### src/rtl/spw_tx_encoder.sv
// rtl/spw_tx_encoder.sv - SpaceWire transmit character encoder
// Selects time-code/FCT/data/NULL at each character boundary and serialises it data-strobe encoded.
module spw_tx_encoder #(
    parameter int DIV_WIDTH = 7
) (
    input  logic                 pclk_tx,
    input  logic                 reset_tx,
    input  logic                 enable_tx,
    input  logic                 send_null_tx,
    input  logic                 send_fct_tx,
    input  logic                 send_data_tx,
    input  logic [DIV_WIDTH-1:0] tx_clk_div,
    input  logic                 fct_req,
    output logic                 fct_ack,
    input  logic                 txwrite_tx,
    input  logic [8:0]           data_tx_i,
    output logic                 data_ack,
    input  logic                 tickin_tx,
    input  logic [7:0]           timein_tx,
    output logic                 tick_ack,
    output logic                 tx_dout,
    output logic                 tx_sout
);

    localparam logic [0:0] ST_IDLE  = 1'b0;
    localparam logic [0:0] ST_SHIFT = 1'b1;

    logic [0:0]           state_q, state_d;
    logic [DIV_WIDTH-1:0] cnt_q, cnt_d;
    logic [13:0]          shreg_q, shreg_d;
    logic [3:0]           nbits_q, nbits_d;
    logic                 x_q, x_d;
    logic                 dout_q, dout_d;
    logic                 sout_q, sout_d;

    logic        tick, load;
    logic        sel_tc, sel_fct, sel_data;
    logic [13:0] nxt_bits;
    logic [3:0]  nxt_len;
    logic        nxt_x;

    function automatic logic [7:0] rev8(input logic [7:0] v);
        logic [7:0] r;
        for (int i = 0; i < 8; i++) begin
            r[i] = v[7-i];
        end
        return r;
    endfunction

    // Next character is left-aligned; x_q is the XOR of the last sub-character already loaded.
    always_comb begin
        sel_tc   = tickin_tx && send_data_tx;
        sel_fct  = !sel_tc && fct_req && send_fct_tx;
        sel_data = !sel_tc && !sel_fct && txwrite_tx && send_data_tx;
        nxt_bits = {x_q, 3'b111, 4'b0100, 6'b0};
        nxt_len  = 4'd8;
        nxt_x    = 1'b0;
        if (sel_tc) begin
            nxt_bits = {x_q, 3'b111, 2'b10, rev8(timein_tx)};
            nxt_len  = 4'd14;
            nxt_x    = ^timein_tx;
        end else if (sel_fct) begin
            nxt_bits = {x_q, 3'b100, 10'b0};
            nxt_len  = 4'd4;
            nxt_x    = 1'b0;
        end else if (sel_data) begin
            if (data_tx_i[8]) begin
                nxt_bits = {x_q, 1'b1, (data_tx_i[0] ? 2'b10 : 2'b01), 10'b0};
                nxt_len  = 4'd4;
                nxt_x    = 1'b1;
            end else begin
                nxt_bits = {~x_q, 1'b0, rev8(data_tx_i[7:0]), 4'b0};
                nxt_len  = 4'd10;
                nxt_x    = ^data_tx_i[7:0];
            end
        end
    end

    always_comb begin
        state_d  = state_q;
        cnt_d    = cnt_q;
        shreg_d  = shreg_q;
        nbits_d  = nbits_q;
        x_d      = x_q;
        dout_d   = dout_q;
        sout_d   = sout_q;
        tick     = 1'b0;
        load     = 1'b0;
        fct_ack  = 1'b0;
        data_ack = 1'b0;
        tick_ack = 1'b0;
        if (state_q == ST_IDLE || !enable_tx) begin
            state_d = ST_IDLE;
            cnt_d   = '0;
            shreg_d = '0;
            nbits_d = 4'd0;
            x_d     = 1'b0;
            dout_d  = 1'b0;
            sout_d  = 1'b0;
            if (state_q == ST_IDLE && enable_tx && send_null_tx) begin
                state_d = ST_SHIFT;
                shreg_d = {1'b0, 3'b111, 4'b0100, 6'b0};
                nbits_d = 4'd8;
            end
        end else begin
            tick  = (cnt_q >= tx_clk_div);
            cnt_d = tick ? '0 : cnt_q + DIV_WIDTH'(1);
            if (tick) begin
                dout_d = shreg_q[13];
                sout_d = (shreg_q[13] != dout_q) ? sout_q : ~sout_q;
                if (nbits_q == 4'd1) begin
                    load     = 1'b1;
                    shreg_d  = nxt_bits;
                    nbits_d  = nxt_len;
                    x_d      = nxt_x;
                    tick_ack = sel_tc;
                    fct_ack  = sel_fct;
                    data_ack = sel_data;
                end else begin
                    shreg_d = shreg_q << 1;
                    nbits_d = nbits_q - 4'd1;
                end
            end
        end
    end

    always_ff @(posedge pclk_tx or posedge reset_tx) begin
        if (reset_tx) begin
            state_q <= ST_IDLE;
            cnt_q   <= '0;
            shreg_q <= '0;
            nbits_q <= 4'd0;
            x_q     <= 1'b0;
            dout_q  <= 1'b0;
            sout_q  <= 1'b0;
        end else begin
            state_q <= state_d;
            cnt_q   <= cnt_d;
            shreg_q <= shreg_d;
            nbits_q <= nbits_d;
            x_q     <= x_d;
            dout_q  <= dout_d;
            sout_q  <= sout_d;
        end
    end

    assign tx_dout = dout_q;
    assign tx_sout = sout_q;

endmodule

### config.mk
export PLATFORM = sky130hd
export DESIGN_NAME = spw_tx_encoder
export DESIGN_NICKNAME = d
export VERILOG_FILES = /design/src/rtl/spw_tx_encoder.sv
export SDC_FILE = /design/constraint.sdc
export NUM_CORES = 1
export LEC_CHECK = 0
export CORE_MARGIN = 5
export CORE_UTILIZATION = 45
export CTS_BUF_LIST = sky130_fd_sc_hd__clkbuf_16
export DETAILED_ROUTE_END_ITERATION = 6
export DONT_BUFFER_PORTS = 1
export HOLD_SLACK_MARGIN = 0.15
export SYNTH_ARGS = -nofsm -noshare
export SYNTH_HDL_FRONTEND = slang
export SYNTH_SLANG_ARGS = --single-unit
### constraint.sdc
create_clock -name pclk_tx -period 3.55 [get_ports pclk_tx]
set_input_delay 0.355 -clock pclk_tx [delete_from_list [all_inputs] [get_ports pclk_tx]]
set_output_delay 0.355 -clock pclk_tx [all_outputs]
set_load 0.02 [all_outputs]
**After elaboration in Yosys (flattened, before gate mapping)**

Index checks and enable logic that the tools add are counted.

- Add/sub/neg operators: 2
- $lt $le $gt $ge: 1
- Equality and inequality tests: 3
- Mux-type cells: 41
- Bitwise operators: 3
- Reductions and logical operators: 18

Operator list:

| cell | number |
|---|---|
| $mux 14 | 7 |
| $mux 4 | 8 |
| $mux 1 | 22 |
| $reduce_xor 8->1 | 2 |
| $mux 7 | 2 |
| $mux 13 | 1 |
| $logic_and 1x1->1 | 8 |
| $add 7x1->7 const B | 1 |
| $ge 7x7->1 | 1 |
| $eq 4x1->1 const B | 1 |
| $reduce_and 2->1 | 2 |
| $reduce_bool 2->1 | 2 |
| $sub 4x1->4 const B | 1 |
| $logic_not 1->1 | 3 |
| $not 1->1 | 3 |
| $mux 2 | 1 |
| $ne 2x2->1 const B | 1 |
| $logic_or 1x1->1 | 1 |
| $ne 1x1->1 | 1 |

- Bits in registers: 29
- Input bits: 33

**Longest topological paths before layout**

Gate-level depths: netlist (run 1).

- Depth in word-level cells: 14
- Gate-level depth with buffers: 10
- Depth with buffers taken out: 8

**Worst setup path after synthesis (run 1)**

OpenSTA, ideal clock, no wires.

- Path type: register to output
- Start: register cnt_q[4]
- End: output data_ack
- Data arrival time: 1.838 ns
- Slack: 1.357 ns
- Cell stages (with the launch flop): 8
- Path buffers: 1
- Cells stage by stage: dfrtp_1 > ha_1 > nand2_1 > nor3_1 > a21oi_2 > buf_6 > or3_1 > nor2_1

- Cells in the longest elaborated chain, start to end: 3

RTL lines:

| element | RTL line | source |
|---|---|---|
| start: declaration | 29 | `logic [DIV_WIDTH-1:0] cnt_q, cnt_d;` |
| start signal: assignment | 138 | `cnt_q <= cnt_d;` |
| $ge 7x7->1 | 106 | `tick = (cnt_q >= tx_clk_div);` |
| $mux 1 | 108 | `if (tick) begin` |
| $mux 1 | 92 | `if (state_q == ST_IDLE \|\| !enable_tx) begin` |
| end: declaration | 17 | `output logic data_ack,` |

Every way passes these cells.

**Worst setup path in the final report (run 1)**

Same ends and word-level chain as after synthesis.

==> results of run 1 <==
-- Yosys cell counts (2+ instances only) --
cell | count | share of area, %
a21boi_0 | 2 | 0.80
a21oi_1 | 23 | 6.1
a221o_1 | 4 | 2.1
a32oi_1 | 2 | 0.93
and2_1 | 3 | 1.0
and3_1 | 3 | 1.0
buf_2 | 4 | 1.1
clkbuf_1 | 3 | 0.60
dfrtp_1 | 29 | 39
ha_1 | 10 | 6.7
inv_1 | 12 | 2.4
nand2_1 | 18 | 3.6
nand3_1 | 11 | 2.9
nor2_1 | 30 | 6.0
nor3_1 | 4 | 1.1
o21ai_0 | 20 | 5.3
o22ai_1 | 2 | 0.67
or3_1 | 3 | 1.0
xnor2_1 | 15 | 7.0
xor2_1 | 6 | 2.8
-- stage by stage --
step                instance area [µm²]  hold slack, ps  setup WS [ps]
CTS                                2040             257            829
detailed placement                 1890             326           1100
global route                       2040             300            734
finish                             2040             261            847
global placement                   1890             339           1120
floorplan                          1880             433           1360
-- worst register-to-register path: cells and delay by family (launching register included) --
| kind | cells | cell delay [ps] |
|---|---|---|
| simple gates | 3 | 740 |
| buf+inv | 2 | 360 |
| flops | 1 | 370 |
| fa+ha+maj | 1 | 250 |
| compound gates | 3 | 560 |
-- layer usage --
layer  up-vias  GRT usage [%]
met4         0           3.56
met3         2           5.95
met2        32           24.3
met5         -              0
met1       701           21.8
li1        762              -
-- cells in the final DEF (no fill, tap or decap), types with 3 or more instances in the layout --
cell	netlist	routed
nor2_1	30	30
dfrtp_1	29	29
a21oi_1	23	23
o21ai_0	20	20
nand2_1	18	18
xnor2_1	15	15
inv_1	12	13
nand3_1	11	11
ha_1	10	10
xor2_1	6	6
clkbuf_16	0	5
nor3_1	4	4
a221o_1	4	4
and2_1	3	3
and3_1	3	3
or3_1	3	3
-- cell type report --
class                           instances  share of cell area (%)
Inverter                               12                    2.21
Multi-Input combinational cell        170                    51.1
Clock inverter                          3                   0.675
Clock buffer                            5                    6.14
Tap cell                               50                    3.07
Timing Repair Buffer                    3                    1.23
Sequential cell                        29                    35.6
-- worst paths after layout --
path,cells past startpoint,end,start
worst max-delay path,7,data_ack,cnt_q[4]$_DFF_PP0_
worst min-delay path,2,shreg_q[0]$_DFFE_PP0P_,timein_tx[7]
worst max register to register,9,shreg_q[7]$_DFFE_PP0P_,cnt_q[0]$_DFF_PP0_
max in group asynchronous,3,x_q$_DFFE_PP0P_,reset_tx
min in group asynchronous,2,shreg_q[1]$_DFFE_PP0P_,reset_tx
worst min register to register,1,cnt_q[0]$_DFF_PP0_,cnt_q[0]$_DFF_PP0_
-- power groups by stage --
stage	clock network (mW)	logic, mW	registers (mW)
floorplan	0	0.0725	0.352
global placement	0	0.0864	0.355
detailed placement	0	0.0873	0.355
CTS	0.404	0.0891	0.349
global route	0.425	0.0998	0.350
finish	0.392	0.0871	0.350
-- registers in the layout, summed over array words and instances (netlist names) --
signal   count
nbits_q      4
x_q          1
shreg_q     14
tx_dout      1
tx_sout      1
state_q      1
cnt_q        7
-- timing repair --
action | CTS | global route
hold buffers | 1 | 0
endpoints found under the hold margin | 14 | 0
buffers inserted | 0 | 0
-- kinds of logic (layout without fill, tap and decap cells) --
logic type | Yosys count | in the layout | share of synthesized area, %
AO/OA/AOI/OAI | 59 | 59 | 18.9
XOR/XNOR | 21 | 21 | 9.80
adder cells (fa/ha/maj) | 10 | 10 | 6.67
buffers and inverters | 22 | 23 | 5.87
flip-flops | 29 | 29 | 38.7
multiplexers | 1 | 1 | 0.533
AND/OR/NAND/NOR | 79 | 79 | 19.5
==> flow_metrics.tcl, run 1 <==
set metrics [dict create \
    clk_pin_slew_ps 50 \
    fmax_mhz 370 \
    multiInputGateArea_mm2 0.00104 \
    die_height_um 74.6 \
    track_usage_pct 16.0 \
    avgViaCountPerCell 5.50 \
    synth-async-reset-ratio_pct 100 \
    cp-start-kind "register" \
    seqPwrFrac_pct 42.2 \
    power_switching_uw 197 \
    crit_path_end_kind "output port" \
    status "completed" \
    drive_above_1_share_pct 5.86 \
    crit_path_max_fanout 31 \
    wirelength_met1_mm 1.87 \
    synth-edff-count 0 \
    syn-cell-area_mm2 0.00188 \
    setup_violations 0 \
    grt_pass1_wl_mm 6.76 \
    leakage_nw 0.867 \
    tns_ps 0 \
    synth_nets 264 \
    hold_violations 0 \
    drtIter0Drc 131 \
    finalMaxSlewViolations 0 \
    final_util_pct 50.6 \
    fin_crit_sh_pct 76.1 \
    wl_per_cell_um 14.8 \
    peakVddDrop_mv 0.263 \
    num-nets-final 264 \
    max_stage_delay_ps 420 \
    area_delta_synth_final_pct 8.60 \
    routed.top_layer "met4" \
    die_area_mm2 0.00556 \
    num_rows 23 \
    wl_met3_um 262 \
    cpLargestDelayFamily "simple AND/OR/NAND/NOR gates" \
    rsz0062_at_grt "false" \
    dp.final_hpwl_mm 2.94 \
    cts_root_buf "clkbuf_16" \
    postSynthAreaPerCell_um2 8.49 \
    synth_cell_type_count 37 \
    power_uw 829 \
    wl_met2_mm 1.85 \
    fillerInstances 419 \
    ys_warn_count 0 \
    critPathSlowestCell "dfrtp_1" \
    die_w_um 74.6 \
    clock_latency_ps 270 \
    synthFlopType "dfrtp_1" \
    grt_start_max_net_pins 32 \
    synth_seq_cells 29 \
    diodes 0 \
    synth_cells 221 \
    clkPwrFrac_pct 47.3 \
    r2r_setup_slack_ps 1130 \
    cts_tree "yes" \
    required_ps 3190 \
    gp_congestion 0.781 \
    fin_crit_ps 2700 \
    cp_cell_sequence "ha_1 > nand2_1 > nor3_1 > a21oi_2 > buf_4 > or3_1 > nor2_1" \
    first_pass_iters 4 \
    p_per_area_mw_per_mm2 407 \
    tightestPinTransition_ps 631 \
    p_sw_share_pct 23.8 \
    critPathArrivalTime_ps 2350 \
    critical_path_buf_inv_count 1 \
    wl_mm 4.02 \
    place_inst 263 \
    core_mm2 0.00403 \
    yosysSeqAreaShare_pct 38.7 \
    antenna_found_initial 0 \
    h-tree-depth 2 \
    hp-class "in2reg" \
    drc 0 \
    clock_sinks 29 \
    p_comb_share_pct 10.5 \
    maxCapViolations 0 \
    cts_made_buffers 5 \
    skew_ps 4.83 \
    final_cells 272 \
    grt_pass1_vias 1474 \
    floorplan.initialDensity_pct 46.6 \
    ant_nets 0 \
    pin_count 38 \
    seq_area_um2 726 \
    worstSetupPathType "reg2out" \
    vias 1497 \
    grt-ovfl-total 0 \
    relSlewSlack_pct 57.9 \
    intPower_uw 632 \
    cts-resized-gates 0 \
    port_buffers 0 \
    cts_buffer_depth 2 \
]
No activity file was read; power rests on OpenSTA's default activity.
==> run 2, diff against run 1 <==
--- a/config.mk
+++ b/config.mk
@@ -5,6 +5,7 @@
 export SDC_FILE = /design/constraint.sdc
 export NUM_CORES = 1
 export LEC_CHECK = 0
+export ABC_AREA = 1
 export CORE_MARGIN = 5
 export CORE_UTILIZATION = 45
 export CTS_BUF_LIST = sky130_fd_sc_hd__clkbuf_16
==> constraint.sdc (replaced) <==
create_clock -name pclk_tx -period 2.8 [get_ports pclk_tx]
set_input_delay 0.28 -clock pclk_tx [delete_from_list [all_inputs] [get_ports pclk_tx]]
set_output_delay 0.28 -clock pclk_tx [all_outputs]
set_load 0.02 [all_outputs]
==> run 2 against run 1 <==
Net effect:
- register-to-register slack lost 130 ps
- cell area increased by 20%
- total power rose by 35%
- combinational power grew 110%
- critical path type unchanged
==> flow_metrics.tcl, run 2 <==
set metrics [dict create \
    min-delay-start "timein_tx[7]" \
    first_pass_iters 4 \
    clk_pin_slew_ps 50 \
    avgViaCountPerCell 4.78 \
    largest_reg_flops 14 \
    drc 0 \
    clock_latency_ps 270 \
    yosys-top-cells-area "dfrtp_1, nand2_1, inv_1" \
    r2r_setup_slack_ps 1000 \
    finalWorstSetupSlack_ps 435 \
    rsz0062_at_grt "false" \
    top_regs "shreg_q x14, cnt_q x7, nbits_q x4" \
    grt_pass1_vias 1826 \
    tightestPinTransition_ps 382 \
    p_comb_share_pct 16.3 \
    crit_path_end_kind "output port" \
    cts_made_buffers 5 \
    postSynthAreaPerCell_um2 6.78 \
    synth_cell_type_count 31 \
    post_cts_buffers 0 \
    synth_cells 329 \
    multiInputGateArea_mm2 0.00128 \
    tns_ps 0 \
    setup_violations 0 \
    die_height_um 80.4 \
    finalMaxSlewViolations 0 \
    layout.cells.most_common_list "nand2_1, inv_1, dfrtp_1" \
    r2r-end "x_q$_DFFE_PP0P_" \
    seq_area_um2 726 \
    grt_pass1_wl_mm 8.07 \
    cts_buffer_depth 2 \
    yosysMostFrequentCell "nand2_1" \
    cts_root_buf "clkbuf_16" \
    intPower_uw 815 \
    port_buffers 0 \
    fin_crit_sh_pct 84.5 \
    skew_ps 3.46 \
    cts_tree "yes" \
    final_common_cell "nand2_1" \
    synth-edff-count 0 \
    clock_sinks 29 \
    placed_area_mm2 0.00229 \
    critPathArrivalTime_ps 2080 \
    status "completed" \
    drtIter0Drc 67 \
    hp-class "in2reg" \
    worstSetupPathType "reg2out" \
    wl_mm 4.61 \
    synthFlopType "dfrtp_1" \
    synth_seq_cells 29 \
    synth_top_cell_by_area "dfrtp_1" \
    crit_path_max_fanout 6 \
    fmax_mhz 423 \
    cp-start-kind "register" \
    ys_warn_count 0 \
    cp-startpoint "cnt_q[2]$_DFF_PP0_" \
    antenna_found_initial 0 \
    ant_nets 0 \
    final_cell_area_mm2 0.00244 \
    vias 1922 \
    post-place-ws_ps 667 \
    peakVddDrop_mv 0.210 \
    power_switching_uw 303 \
    gp_congestion 0.806 \
    grt-ovfl-total 0 \
    maxCapViolations 0 \
    grt_start_max_net_pins 30 \
    core_mm2 0.00475 \
    clkPwrFrac_pct 43.3 \
    required_ps 2520 \
    relSlewSlack_pct 74.4 \
    num_rows 25 \
    drive_above_1_share_pct 7.76 \
    diodes 0 \
    num-nets-final 378 \
    track_usage_pct 16.0 \
    seqPwrFrac_pct 40.4 \
    synth-async-reset-ratio_pct 100 \
    p_per_area_mw_per_mm2 459 \
    yosysSeqAreaShare_pct 32.5 \
    leakage_nw 1.41 \
    area_delta_synth_final_pct 9.14 \
    wl_per_cell_um 11.5 \
    reg2reg_from "cnt_q[2]$_DFF_PP0_" \
    die_area_mm2 0.00647 \
    critical_path.endpoint "fct_ack" \
    synth_nets 372 \
    syn-cell-area_mm2 0.00223 \
    yosysTopAreaCellShare_pct 32.5 \
    dp.final_hpwl_mm 3.54 \
    reg2reg_depth 9 \
    h-tree-depth 2 \
    p_sw_share_pct 27.1 \
    largest-register "shreg_q" \
    synth_common_cells "nand2_1, inv_1, dfrtp_1" \
    die_w_um 80.4 \
    fin_crit_ps 2360 \
    hold_violations 0 \
    floorplan.initialDensity_pct 46.9 \
    fillerInstances 516 \
    pin_count 38 \
]
[run 2: area by class of cell]
class,instances,area share [%]
tap,67,3.44
inverter,46,7.24
clock inverter,2,0.308
clock buffer,5,5.14
timing repair buffer,4,1.34
sequential,29,29.8
multi-input combinational,249,52.7
[run 2: timing repair]
item                                    in CTS  in global routing
hold buffers                                 1                  0
hold endpoints to repair                    29                  0
endpoints found under the setup margin       0                  0
resized for setup                            0                  0
[run 2: worst min-delay path by stage]
| stage | to | slack [ps] | cells after the start |
|---|---|---|---|
| final | shreg_q[0]$_DFFE_PP0P_ | 200 | 2 |
| after CTS | shreg_q[0]$_DFFE_PP0P_ | 200 | 2 |
| after floorplan | cnt_q[0]$_DFF_PP0_ | 360 | 1 |
| after global placement | shreg_q[2]$_DFFE_PP0P_ | 270 | 2 |
| after detailed placement | cnt_q[1]$_DFF_PP0_ | 270 | 2 |
| after global routing | shreg_q[3]$_DFFE_PP0P_ | 220 | 2 |
[run 2: layer usage]
layer | global-route usage, % | vias to the layer above | part of all wire [%]
met4 | 6.08 | 0 | 1.9
met2 | 25.4 | 39 | 45
met3 | 4.48 | 8 | 5.0
met1 | 20.7 | 833 | 48
met5 | 0 | - | 0
li1 | - | 1042 | -
[run 2: through the flow]
| stage | power [mW] | cells | hold slack [ps] | util, % |
|---|---|---|---|---|
| 2_1_floorplan | 0.613 | 329 | 358 | - |
| 3_3_place_gp | 0.640 | 394 | 267 | 48.2 |
| 3_5_place_dp | 0.642 | 394 | 269 | 48.2 |
| 4_1_cts | 1.14 | 402 | 201 | 51.2 |
| 5_1_grt | 1.19 | 402 | 216 | 51.2 |
| 6_report | 1.12 | 402 | 204 | 51.2 |
[run 2: cell families (layout without fill, tap and decap cells)]
group	Yosys count	in the layout	share of synthesized area (%)
XOR/XNOR	5	5	1.96
AO/OA/AOI/OAI	34	34	9.47
flip-flops	29	29	32.5
adder cells (fa/ha/maj)	10	10	5.61
AND/OR/NAND/NOR	200	200	40.5
buffers and inverters	51	57	9.92
[run 2: power by group through the flow]
stage / Sequential [mW] / Combinational (mW) / Clock [mW]
after floorplan: 0.455 / 0.158 / 0
after global placement: 0.458 / 0.183 / 0
after global routing: 0.453 / 0.213 / 0.520
final: 0.451 / 0.182 / 0.484
after CTS: 0.451 / 0.186 / 0.500
after detailed placement: 0.458 / 0.184 / 0
[run 2: worst max-delay path, cell delays in order, from the launching register on]
cell     delay (ps)
dfrtp_1         410
ha_1            330
nand2_1          60
nor2_1           90
nand4_1         150
nand3_1         290
nand2_1         150
nor2_1          340
==> run 3, diff against run 2 <==
==> constraint.sdc (replaced) <==
create_clock -name pclk_tx -period 2.2 [get_ports pclk_tx]
set_input_delay 0.22 -clock pclk_tx [delete_from_list [all_inputs] [get_ports pclk_tx]]
set_output_delay 0.22 -clock pclk_tx [all_outputs]
set_load 0.02 [all_outputs]
==> run 3 against run 2 <==
Net effect:
- clock power is 31% higher
- clock-buffer cell count stayed put
- global-route usage is 0.39 points higher
- wire length is 6.7% higher
- critical path type unchanged
==> flow_metrics.tcl, run 3 (synthesized netlist as in run 2, its figures left out) <==
set metrics [dict create \
    critPathArrivalTime_ps 1880 \
    avgViaCountPerCell 4.86 \
    place_inst 395 \
    intPower_mw 1.04 \
    finalMaxSlewViolations 0 \
    wirelength_met1_mm 2.31 \
    worstSetupPathType "reg2out" \
    largest-register "shreg_q" \
    hp-class "in2reg" \
    ant_nets 0 \
    top_regs "shreg_q x14, cnt_q x7, nbits_q x4" \
    clock_latency_ps 270 \
    wl_mm 4.91 \
    maxCapViolations 0 \
    crit_path_max_fanout 6 \
    relSlewSlack_pct 74.1 \
    cp-start-kind "register" \
    reg2reg_depth 9 \
    cts_buffer_depth 2 \
    dp.final_hpwl_mm 3.58 \
    p_comb_share_pct 16.6 \
    fmax_mhz 475 \
    max_stage_delay_ps 400 \
    drive_above_1_share_pct 9.94 \
    clock_sinks 29 \
    h-tree-depth 2 \
    critPathSlowestCell "dfrtp_1" \
    diodes 0 \
    whs_ps 159 \
    hold_depth 2 \
    cts_made_buffers 5 \
    hold_violations 0 \
    wl_per_cell_um 12.0 \
    p_sw_share_pct 27.9 \
    grt-ovfl-total 0 \
    cp_cell_sequence "ha_1 > a21oi_1 > o21a_1 > nand3_4 > buf_4 > nand2_1 > inv_1" \
    p_per_area_mw_per_mm2 574 \
    area_delta_synth_final_pct 13.0 \
    clk_pin_slew_ps 50 \
    cts_root_buf "clkbuf_16" \
    required_ps 1980 \
    first_pass_iters 4 \
    clkPwrFrac_pct 43.8 \
    finalWorstSetupSlack_ps 96.1 \
    wl_met2_mm 2.28 \
    drtIter0Drc 61 \
    floorplan.initialDensity_pct 46.9 \
    wl_met3_um 255 \
    tightestPinTransition_ps 387 \
    gp_congestion 0.852 \
    drc 0 \
    largest_reg_flops 14 \
    final_common_cell "nand2_1" \
    final_cells 409 \
    cts_tree "yes" \
    status "completed" \
    seqPwrFrac_pct 39.6 \
    fin_crit_ps 2100 \
    die_area_mm2 0.00647 \
    leakage_nw 1.45 \
    power_switching_uw 405 \
    power_mw 1.45 \
    track_usage_pct 16.4 \
    die_height_um 80.4 \
    grt_start_max_net_pins 30 \
    final_util_pct 53.1 \
    num_rows 25 \
    antenna_found_initial 0 \
    grt_pass1_vias 1867 \
    routed.top_layer "met4" \
    pin_count 38 \
    skew_ps 5.38 \
    crit_path_end_kind "output port" \
    grt_pass1_wl_mm 8.22 \
    core_mm2 0.00475 \
    setup_violations 0 \
    port_buffers 0 \
    die_w_um 80.4 \
    peakVddDrop_mv 0.277 \
    vias 1987 \
    post-place-ws_ps 194 \
    layout.cells.most_common_list "nand2_1, inv_1, dfrtp_1" \
    num-nets-final 384 \
    fin_crit_sh_pct 95.6 \
]
## run 3: area by class of cell
type / count / area, µm²
inverters: 46 / 176
well taps: 67 / 83.8
clock inverters: 3 / 11.3
clock buffers: 5 / 125
flip-flops and latches: 29 / 726
multi-input cells: 249 / 1320
fillers: 482 / 2230
repair buffers: 10 / 82.6
## run 3: per-stage QoR
| stage | TNS [ps] | area, µm² |
|---|---|---|
| after floorplan | 0 | 2230 |
| after global placement | 0 | 2300 |
| after detailed placement | 0 | 2300 |
| after CTS | 0 | 2470 |
| after global routing | -105 | 2520 |
| final | 0 | 2520 |
## run 3: power groups by stage
| stage | clock, mW | combinational, mW | sequential [mW] |
|---|---|---|---|
| CTS | 0.650 | 0.239 | 0.574 |
| floorplan | 0 | 0.201 | 0.580 |
| global placement | 0 | 0.232 | 0.582 |
| finish | 0.635 | 0.240 | 0.574 |
| detailed placement | 0 | 0.233 | 0.583 |
| global route | 0.680 | 0.276 | 0.576 |
## run 3: routing by layer
layer	GRT usage, %	vias to the layer above
met1	20.4	885
li1	-	1054
met3	4.60	5
met2	27.2	43
met4	5.57	0
met5	0	-
## run 3: final timing paths
path / startpoint / to / slack (ps)
worst max-delay path: cnt_q[4]$_DFF_PP0_ / tick_ack / 100
worst min-delay path: timein_tx[5] / shreg_q[2]$_DFFE_PP0P_ / 160
worst max register to register: cnt_q[2]$_DFF_PP0_ / shreg_q[8]$_DFFE_PP0P_ / 350
worst min register to register: shreg_q[12]$_DFFE_PP0P_ / shreg_q[12]$_DFFE_PP0P_ / 480
max in group asynchronous: reset_tx / state_q$_DFFE_PP0N_ / 1450
min in group asynchronous: reset_tx / shreg_q[2]$_DFFE_PP0P_ / 470
## run 3: what timing repair did
| item | in CTS | in global routing |
|---|---|---|
| gates resized for setup | 1 | 5 |
| buffers inserted | 0 | 3 |
| hold buffers | 3 | 0 |
| hold endpoints to repair | 31 | 0 |
| endpoints found under the setup margin | 2 | 3 |
| pin swaps | 1 | 2 |
## run 3: worst max-delay path, delay by kind of cell (launching register included)
family                   cells  cell delay [ps]
buffers and inverters        2              290
AO/OA/AOI/OAI                2              390
adder cells (fa/ha/maj)      1              310
AND/OR/NAND/NOR              2              230
flip-flops                   1              400
